--- config.mk ---
export PLATFORM = sky130hd
export DESIGN_NAME = conv_window_buffer_flat
export DESIGN_NICKNAME = d
export VERILOG_FILES = /design/src/rtl/conv_window_buffer_pkg.sv /design/src/rtl/conv_window_buffer_if.sv /design/src/rtl/conv_window_buffer_line_buffer.sv /design/src/rtl/conv_window_buffer.sv /design/src/flat_wrapper.sv
export SDC_FILE = /design/constraint.sdc
export NUM_CORES = 1
export LEC_CHECK = 0
export ABC_AREA = 0
export CAP_MARGIN = 5
export CELL_PAD_IN_SITES_DETAIL_PLACEMENT = 2
export CELL_PAD_IN_SITES_GLOBAL_PLACEMENT = 2
export CORE_MARGIN = 4
export CORE_UTILIZATION = 45
export CTS_CLUSTER_SIZE = 8
export DETAILED_ROUTE_END_ITERATION = 7
export PLACE_DENSITY = 0.86
export SLEW_MARGIN = 20
export SYNTH_ARGS = -nofsm -noshare
export SYNTH_HDL_FRONTEND = slang
export SYNTH_SLANG_ARGS = --single-unit
export TNS_END_PERCENT = 50
--- constraint.sdc ---
create_clock -name clk -period 7.1 [get_ports clk]
set_input_delay 1.42 -clock clk [delete_from_list [all_inputs] [get_ports clk]]
set_output_delay 1.42 -clock clk [all_outputs]
set_load 0.005 [all_outputs]
--- src/rtl/conv_window_buffer_pkg.sv ---
// Shared types and constants for the 3x3 convolution window buffer.
package conv_pkg;

    typedef logic [7:0] pixel_t;
    typedef logic [7:0] coef_t;

    localparam int KERNEL_TAPS = 9;
    localparam int COEF_ADDR_W = 4;

endpackage

--- src/rtl/conv_window_buffer_if.sv ---
// Pixel stream, coefficient write port and window/coefficient outputs of conv_window_buffer.
// frame_done exists only when CONV_WIN_FRAME_DONE_EN is defined.
interface conv_window_buffer_if;
    import conv_pkg::*;

    pixel_t                 pix_in;
    logic                   pix_valid;
    logic                   frame_start;
    logic                   coef_we;
    logic [COEF_ADDR_W-1:0] coef_addr;
    coef_t                  coef_data;

    pixel_t X0, X1, X2, X3, X4, X5, X6, X7, X8;
    coef_t  H0, H1, H2, H3, H4, H5, H6, H7, H8;
    logic   win_valid;
`ifdef CONV_WIN_FRAME_DONE_EN
    logic   frame_done;
`endif

    modport master (
        output pix_in, pix_valid, frame_start, coef_we, coef_addr, coef_data,
        input  X0, X1, X2, X3, X4, X5, X6, X7, X8,
        input  H0, H1, H2, H3, H4, H5, H6, H7, H8,
`ifdef CONV_WIN_FRAME_DONE_EN
        input  frame_done,
`endif
        input  win_valid
    );

    modport slave (
        input  pix_in, pix_valid, frame_start, coef_we, coef_addr, coef_data,
        output X0, X1, X2, X3, X4, X5, X6, X7, X8,
        output H0, H1, H2, H3, H4, H5, H6, H7, H8,
`ifdef CONV_WIN_FRAME_DONE_EN
        output frame_done,
`endif
        output win_valid
    );

endinterface

--- src/rtl/conv_window_buffer_line_buffer.sv ---
// One image row of pixel storage: asynchronous read, synchronous write, no reset.
module line_buffer
    import conv_pkg::*;
#(
    parameter int DEPTH = 32,
    parameter int AW    = (DEPTH > 1) ? $clog2(DEPTH) : 1
) (
    input  logic          clk,
    input  logic          we,
    input  logic [AW-1:0] addr,
    input  pixel_t        wdata,
    output pixel_t        rdata
);

    pixel_t mem [DEPTH];

    // Contents are never cleared; the window-valid flag masks stale rows.
    always_ff @(posedge clk) begin
        if (we) begin
            mem[addr] <= wdata;
        end
    end

    assign rdata = mem[addr];

endmodule

--- src/rtl/conv_window_buffer.sv ---
// 3x3 sliding window over a raster pixel stream plus a 9-entry kernel coefficient bank.
// Optional frame_done output enabled by defining CONV_WIN_FRAME_DONE_EN.
module conv_window_buffer
    import conv_pkg::*;
#(
    parameter int IMG_W = 32,
    parameter int IMG_H = 32
) (
    input  logic                 clk,
    input  logic                 rst,
    conv_window_buffer_if.slave  bus
);

    localparam int CW = (IMG_W > 1) ? $clog2(IMG_W) : 1;
    localparam int RW = (IMG_H > 1) ? $clog2(IMG_H) : 1;
    localparam logic [CW-1:0] LAST_COL = CW'(IMG_W - 1);
    localparam logic [RW-1:0] LAST_ROW = RW'(IMG_H - 1);

    logic [CW-1:0] col;
    logic [RW-1:0] row;
    logic [CW-1:0] curCol;
    logic [RW-1:0] curRow;
    logic          accept;
    pixel_t        top;
    pixel_t        mid;
    pixel_t        win [KERNEL_TAPS];
    coef_t         h   [KERNEL_TAPS];
    logic          winValid;

    // frame_start overrides the counters so this pixel lands at (0,0).
    assign accept = bus.pix_valid;
    assign curCol = bus.frame_start ? '0 : col;
    assign curRow = bus.frame_start ? '0 : row;

    line_buffer #(.DEPTH(IMG_W), .AW(CW)) u_line0 (
        .clk   (clk),
        .we    (accept & ~rst),
        .addr  (curCol),
        .wdata (bus.pix_in),
        .rdata (mid)
    );

    line_buffer #(.DEPTH(IMG_W), .AW(CW)) u_line1 (
        .clk   (clk),
        .we    (accept & ~rst),
        .addr  (curCol),
        .wdata (mid),
        .rdata (top)
    );

    always_ff @(posedge clk) begin
        if (rst) begin
            col <= '0;
            row <= '0;
        end else if (accept) begin
            if (curCol == LAST_COL) begin
                col <= '0;
                row <= (curRow == LAST_ROW) ? '0 : curRow + RW'(1);
            end else begin
                col <= curCol + CW'(1);
                row <= curRow;
            end
        end
    end

    // Window shifts left one column per accepted pixel; right column is (top, mid, new pixel).
    always_ff @(posedge clk) begin
        if (rst) begin
            for (int i = 0; i < KERNEL_TAPS; i++) begin
                win[i] <= '0;
            end
            winValid <= 1'b0;
        end else begin
            winValid <= accept && (curRow >= RW'(2)) && (curCol >= CW'(2));
            if (accept) begin
                win[0] <= win[1];
                win[1] <= win[2];
                win[2] <= top;
                win[3] <= win[4];
                win[4] <= win[5];
                win[5] <= mid;
                win[6] <= win[7];
                win[7] <= win[8];
                win[8] <= bus.pix_in;
            end
        end
    end

    always_ff @(posedge clk) begin
        if (rst) begin
            for (int i = 0; i < KERNEL_TAPS; i++) begin
                h[i] <= '0;
            end
        end else if (bus.coef_we) begin
            for (int i = 0; i < KERNEL_TAPS; i++) begin
                if (bus.coef_addr == COEF_ADDR_W'(i)) begin
                    h[i] <= bus.coef_data;
                end
            end
        end
    end

`ifdef CONV_WIN_FRAME_DONE_EN
    logic frameDone;

    always_ff @(posedge clk) begin
        if (rst) begin
            frameDone <= 1'b0;
        end else begin
            frameDone <= accept && (curRow == LAST_ROW) && (curCol == LAST_COL);
        end
    end

    assign bus.frame_done = frameDone;
`endif

    assign bus.X0 = win[0];
    assign bus.X1 = win[1];
    assign bus.X2 = win[2];
    assign bus.X3 = win[3];
    assign bus.X4 = win[4];
    assign bus.X5 = win[5];
    assign bus.X6 = win[6];
    assign bus.X7 = win[7];
    assign bus.X8 = win[8];

    assign bus.H0 = h[0];
    assign bus.H1 = h[1];
    assign bus.H2 = h[2];
    assign bus.H3 = h[3];
    assign bus.H4 = h[4];
    assign bus.H5 = h[5];
    assign bus.H6 = h[6];
    assign bus.H7 = h[7];
    assign bus.H8 = h[8];

    assign bus.win_valid = winValid;

endmodule

--- src/flat_wrapper.sv ---
// flat-port wrapper written by rule: the top's interface ports become plain ports
module conv_window_buffer_flat import conv_pkg::*;
#(
    parameter int IMG_W = 32,
    parameter int IMG_H = 32
)
  (clk, rst, bus_pix_in, bus_pix_valid, bus_frame_start, bus_coef_we, bus_coef_addr, bus_coef_data, bus_X0, bus_X1, bus_X2, bus_X3, bus_X4, bus_X5, bus_X6, bus_X7, bus_X8, bus_H0, bus_H1, bus_H2, bus_H3, bus_H4, bus_H5, bus_H6, bus_H7, bus_H8, bus_win_valid);
  conv_window_buffer_if bus_i ();
  input  logic clk;
  input  logic rst;
  input wire logic [$bits(bus_i.pix_in)-1:0] bus_pix_in;
  input wire logic [$bits(bus_i.pix_valid)-1:0] bus_pix_valid;
  input wire logic [$bits(bus_i.frame_start)-1:0] bus_frame_start;
  input wire logic [$bits(bus_i.coef_we)-1:0] bus_coef_we;
  input wire logic [$bits(bus_i.coef_addr)-1:0] bus_coef_addr;
  input wire logic [$bits(bus_i.coef_data)-1:0] bus_coef_data;
  output wire logic [$bits(bus_i.X0)-1:0] bus_X0;
  output wire logic [$bits(bus_i.X1)-1:0] bus_X1;
  output wire logic [$bits(bus_i.X2)-1:0] bus_X2;
  output wire logic [$bits(bus_i.X3)-1:0] bus_X3;
  output wire logic [$bits(bus_i.X4)-1:0] bus_X4;
  output wire logic [$bits(bus_i.X5)-1:0] bus_X5;
  output wire logic [$bits(bus_i.X6)-1:0] bus_X6;
  output wire logic [$bits(bus_i.X7)-1:0] bus_X7;
  output wire logic [$bits(bus_i.X8)-1:0] bus_X8;
  output wire logic [$bits(bus_i.H0)-1:0] bus_H0;
  output wire logic [$bits(bus_i.H1)-1:0] bus_H1;
  output wire logic [$bits(bus_i.H2)-1:0] bus_H2;
  output wire logic [$bits(bus_i.H3)-1:0] bus_H3;
  output wire logic [$bits(bus_i.H4)-1:0] bus_H4;
  output wire logic [$bits(bus_i.H5)-1:0] bus_H5;
  output wire logic [$bits(bus_i.H6)-1:0] bus_H6;
  output wire logic [$bits(bus_i.H7)-1:0] bus_H7;
  output wire logic [$bits(bus_i.H8)-1:0] bus_H8;
  output wire logic [$bits(bus_i.win_valid)-1:0] bus_win_valid;
  assign bus_i.pix_in = bus_pix_in;
  assign bus_i.pix_valid = bus_pix_valid;
  assign bus_i.frame_start = bus_frame_start;
  assign bus_i.coef_we = bus_coef_we;
  assign bus_i.coef_addr = bus_coef_addr;
  assign bus_i.coef_data = bus_coef_data;
  assign bus_X0 = bus_i.X0;
  assign bus_X1 = bus_i.X1;
  assign bus_X2 = bus_i.X2;
  assign bus_X3 = bus_i.X3;
  assign bus_X4 = bus_i.X4;
  assign bus_X5 = bus_i.X5;
  assign bus_X6 = bus_i.X6;
  assign bus_X7 = bus_i.X7;
  assign bus_X8 = bus_i.X8;
  assign bus_H0 = bus_i.H0;
  assign bus_H1 = bus_i.H1;
  assign bus_H2 = bus_i.H2;
  assign bus_H3 = bus_i.H3;
  assign bus_H4 = bus_i.H4;
  assign bus_H5 = bus_i.H5;
  assign bus_H6 = bus_i.H6;
  assign bus_H7 = bus_i.H7;
  assign bus_H8 = bus_i.H8;
  assign bus_win_valid = bus_i.win_valid;
  conv_window_buffer #(.IMG_W(IMG_W), .IMG_H(IMG_H)) u_core (.clk(clk), .rst(rst), .bus(bus_i));
endmodule
==> summary.md <==
| Metric | Value |
|---|---|
| Post-CTS sizing | `0` |
| Area Growth Syn to Fin | `20.2%` |
| Die footprint | `61300 um2` |
| Leakage | `10.2 nW` |
| CP Data Required Time | `7.42 ns` |
| Pwr Density | `roughly 300 nW/um2` |
| Unrepaired setup endpoints after global routing | `no` |
| Initial antenna violation count | `1` |
| Period Utilization, post-route | `69.0%` |
| #FFs+latches synth | `667` |
| Ys async rst share | `0%` |
| Setup TNS | `0 ns` |
| Maxcap violations | `0` |
| Port Buf Inserts | `169` |
| Reg-to-reg startpoint | `u_core.col[0]` |
| Initial core utilization | `~46%` |
| Initial drt markers | `2117` |
| Cts hold-fix bufs | `0` |
| Delay-heaviest family, CP | `simple AND/OR/NAND/NOR gates` |
| 1st-pass router iterations | `8` |
| Critical path buffer and inverter count | `3` |
| Post-Syn Area per Cell | `17.8 um2` |
| Primary FF master, synth | `edfxtp_1` |
| Total power | `9.31 mW` |
| WL/cell | `around 43 um` |
| Vias per inst | `6.79` |
| WL final | `105000 um` |
| R2R cell count | `6` |
| Remaining Overflow, GRT | `0` |
| Critical-path top delay cell | `nor2_1` |
| Worst Setup SP | `bus_frame_start` |
| Maximum clock insertion buffer count | `3` |
| Seq/Total Area, Yosys | `about 77%` |
| Rows | `87` |
| Critical path depth in cells | `7` |
| Dominant cell type by area after synthesis | `edfxtp_1` |
| Crit end category | `register` |
| Max Slew Vio Count | `0` |
| Crit Path Max Fanout | `slightly below 70` |
| Status | `finished, final reports clean` |
| CP peak stage delay | `about 0.89 ns` |
| Post-Syn Nets | `1481` |
| CP Capture Point | `u_core.u_line1.mem[23][2]` |
| GP Congestion | `0.838` |
| Reg2Reg Capture Point | `u_core.u_line1.mem[23][2]` |
| Hold Vio Cnt, Final | `0` |
| Hold Path Depth | `2` |
| NumNets Final | `1719` |
| Final setup viols | `0` |
| Synth cell count leaders | `edfxtp_1, mux2i_1, a221oi_1, and2_1, a211oi_1` |
| Clock Latency Late Sink | `0.65 ns` |
| FF-to-FF setup slack | `between 2 and 3 ns` |
| IO Pins | `170` |
| Final Skew | `0.0395 ns` |
| Most common cell in the netlist | `edfxtp_1` |
| Post-route DRC | `0` |
| Chip Height | `248 um` |
| Setup bufs post-CTS | `0` |
| CP cell instances | `buf_2 > nand2b_1 > inv_4 > ha_1 > nand2_1 > nor2_1 > buf_4` |
| Worst-Margin Slew | `about 1.1 ns` |
| First-pass GRT wire length | `141000 um` |
| Clock root cell | `clkbuf_16` |
| Top cells by area, synth | `edfxtp_1, mux2i_1, a221oi_1, and2_1, mux4_2` |
| Achievable clock frequency | `0.204 GHz` |
| Post-DP HPWL | `59300 um` |
| Gr usage total | `32.7%` |
| Via count | `between 15000 and 20000` |
| TritonCTS clock tree | `done` |
| Worst setup path class | `in2reg` |
| Cells after Synth | `1448` |
| Clock Sinks | `667` |
| Inserted Clock Buffers | `93` |
| CP startpoint kind | `input port` |
| Post-synth top area share | `76.3%` |
| Netlist Area Pre-Place | `between 20000 and 30000 um2` |
| H-tree depth | `3` |
| CTS clk-pin slew, worst paths | `0.06 ns` |
| YS warnings | `0` |
| Share of cells above drive strength 1 | `14.3%` |
| Fin crit period | `4.90 ns` |
| CP Data Arrival Time | `about 5.2 ns` |
| Vias in the first global route | `17700` |
| Count of cell types in the netlist | `65` |
| VDD IR-drop max | `0.000266 V` |
| Chip width | `248 um` |
| Largest net degree at the start of global routing | `81` |
| Total core area | `roughly 57000 um2` |
| HP Class | `reg2reg` |
| Remaining antenna violation count | `0` |
| Number of synthesized flops with an enable pin | `656` |
| Rel. slew slack | `about a quarter` |
## layout by cell type, fill, tap and decap left out, drive strengths merged, types with 39 or more instances in the layout
cell           count
edfxtp           656
nor2              50
clkdlybuf4s50    166
a211oi            54
a21oi             39
a221oi            71
buf               80
and2              65
mux2i             86
clkbuf           115
## worst min-delay path by stage
stage                   from       endpoint  slack, ns
2_1_floorplan  u_core.row[3]  u_core.row[3]       0.45
3_3_place_gp   u_core.row[3]  u_core.row[3]       0.47
3_5_place_dp   u_core.row[3]  u_core.row[3]       0.52
4_1_cts        u_core.row[3]  u_core.row[3]       0.55
5_1_grt        u_core.row[3]  u_core.row[3]       0.59
6_report       u_core.row[3]  u_core.row[3]       0.56
## metal layers
metal / GRT usage [%] / routed length [um] / up-vias
met5: 0 / 0 / -
met4: 17.3 / 6390 / 0
met3: 6.40 / 8080 / 335
met2: 57.2 / 53300 / 1227
met1: 38.4 / 37300 / 8834
li1: - / - / 6367
## stage by stage
step	setup WS, ns	hold slack (ns)	area, um2	utilization [%]	std cells
after floorplan	3.45	0.448	25800	-	1448
after global placement	2.13	0.469	28500	50.3	2346
after detailed placement	1.72	0.519	28500	50.3	2346
after CTS	2.27	0.553	31000	54.8	2466
after global routing	2.18	0.587	31000	54.8	2467
final	2.20	0.560	31000	54.8	2468
## tightest hold or removal path, stage by stage (launching register included)
cell	delay, ns
dfxtp_1	0.35
nand2_1	0.09
a21oi_1	0.07
## power by group
group	internal (mW)	leakage, nW	switching (mW)
sequential	4.43	6.18	0.0566
combinational	0.224	2.74	0.381
clock	2.44	1.24	1.77
total	7.10	10.2	2.21
## state kept, by name (all words and copies together) (netlist names)
register	flops
u_core.u_line0.mem	256
u_core.u_line1.mem	256
u_core.h	72
u_core.win	72
u_core.col	5
u_core.row	5
u_core.bus.win_valid	1
## layout make-up
type                    instances  area (um2)
inverters                       7        28.8
multi-input cells             671        5310
well taps                     756         946
clock inverters                 5        72.6
clock buffers                 115        2470
diodes                          1        2.50
repair buffers                246        2270
fillers                      4845       25600
flip-flops and latches        667       19900
## cell families (layout without fill, tap and decap cells)
group	after synthesis	in the layout	synth area share, %
compound gates	320	320	9.52
flops	667	667	77.2
simple gates	220	220	4.86
buf+inv	110	373	2.35
mux	123	123	5.73
other cells	0	1	0
fa+ha+maj	8	8	0.388
Note: power is estimated with default switching activity, not from simulation.
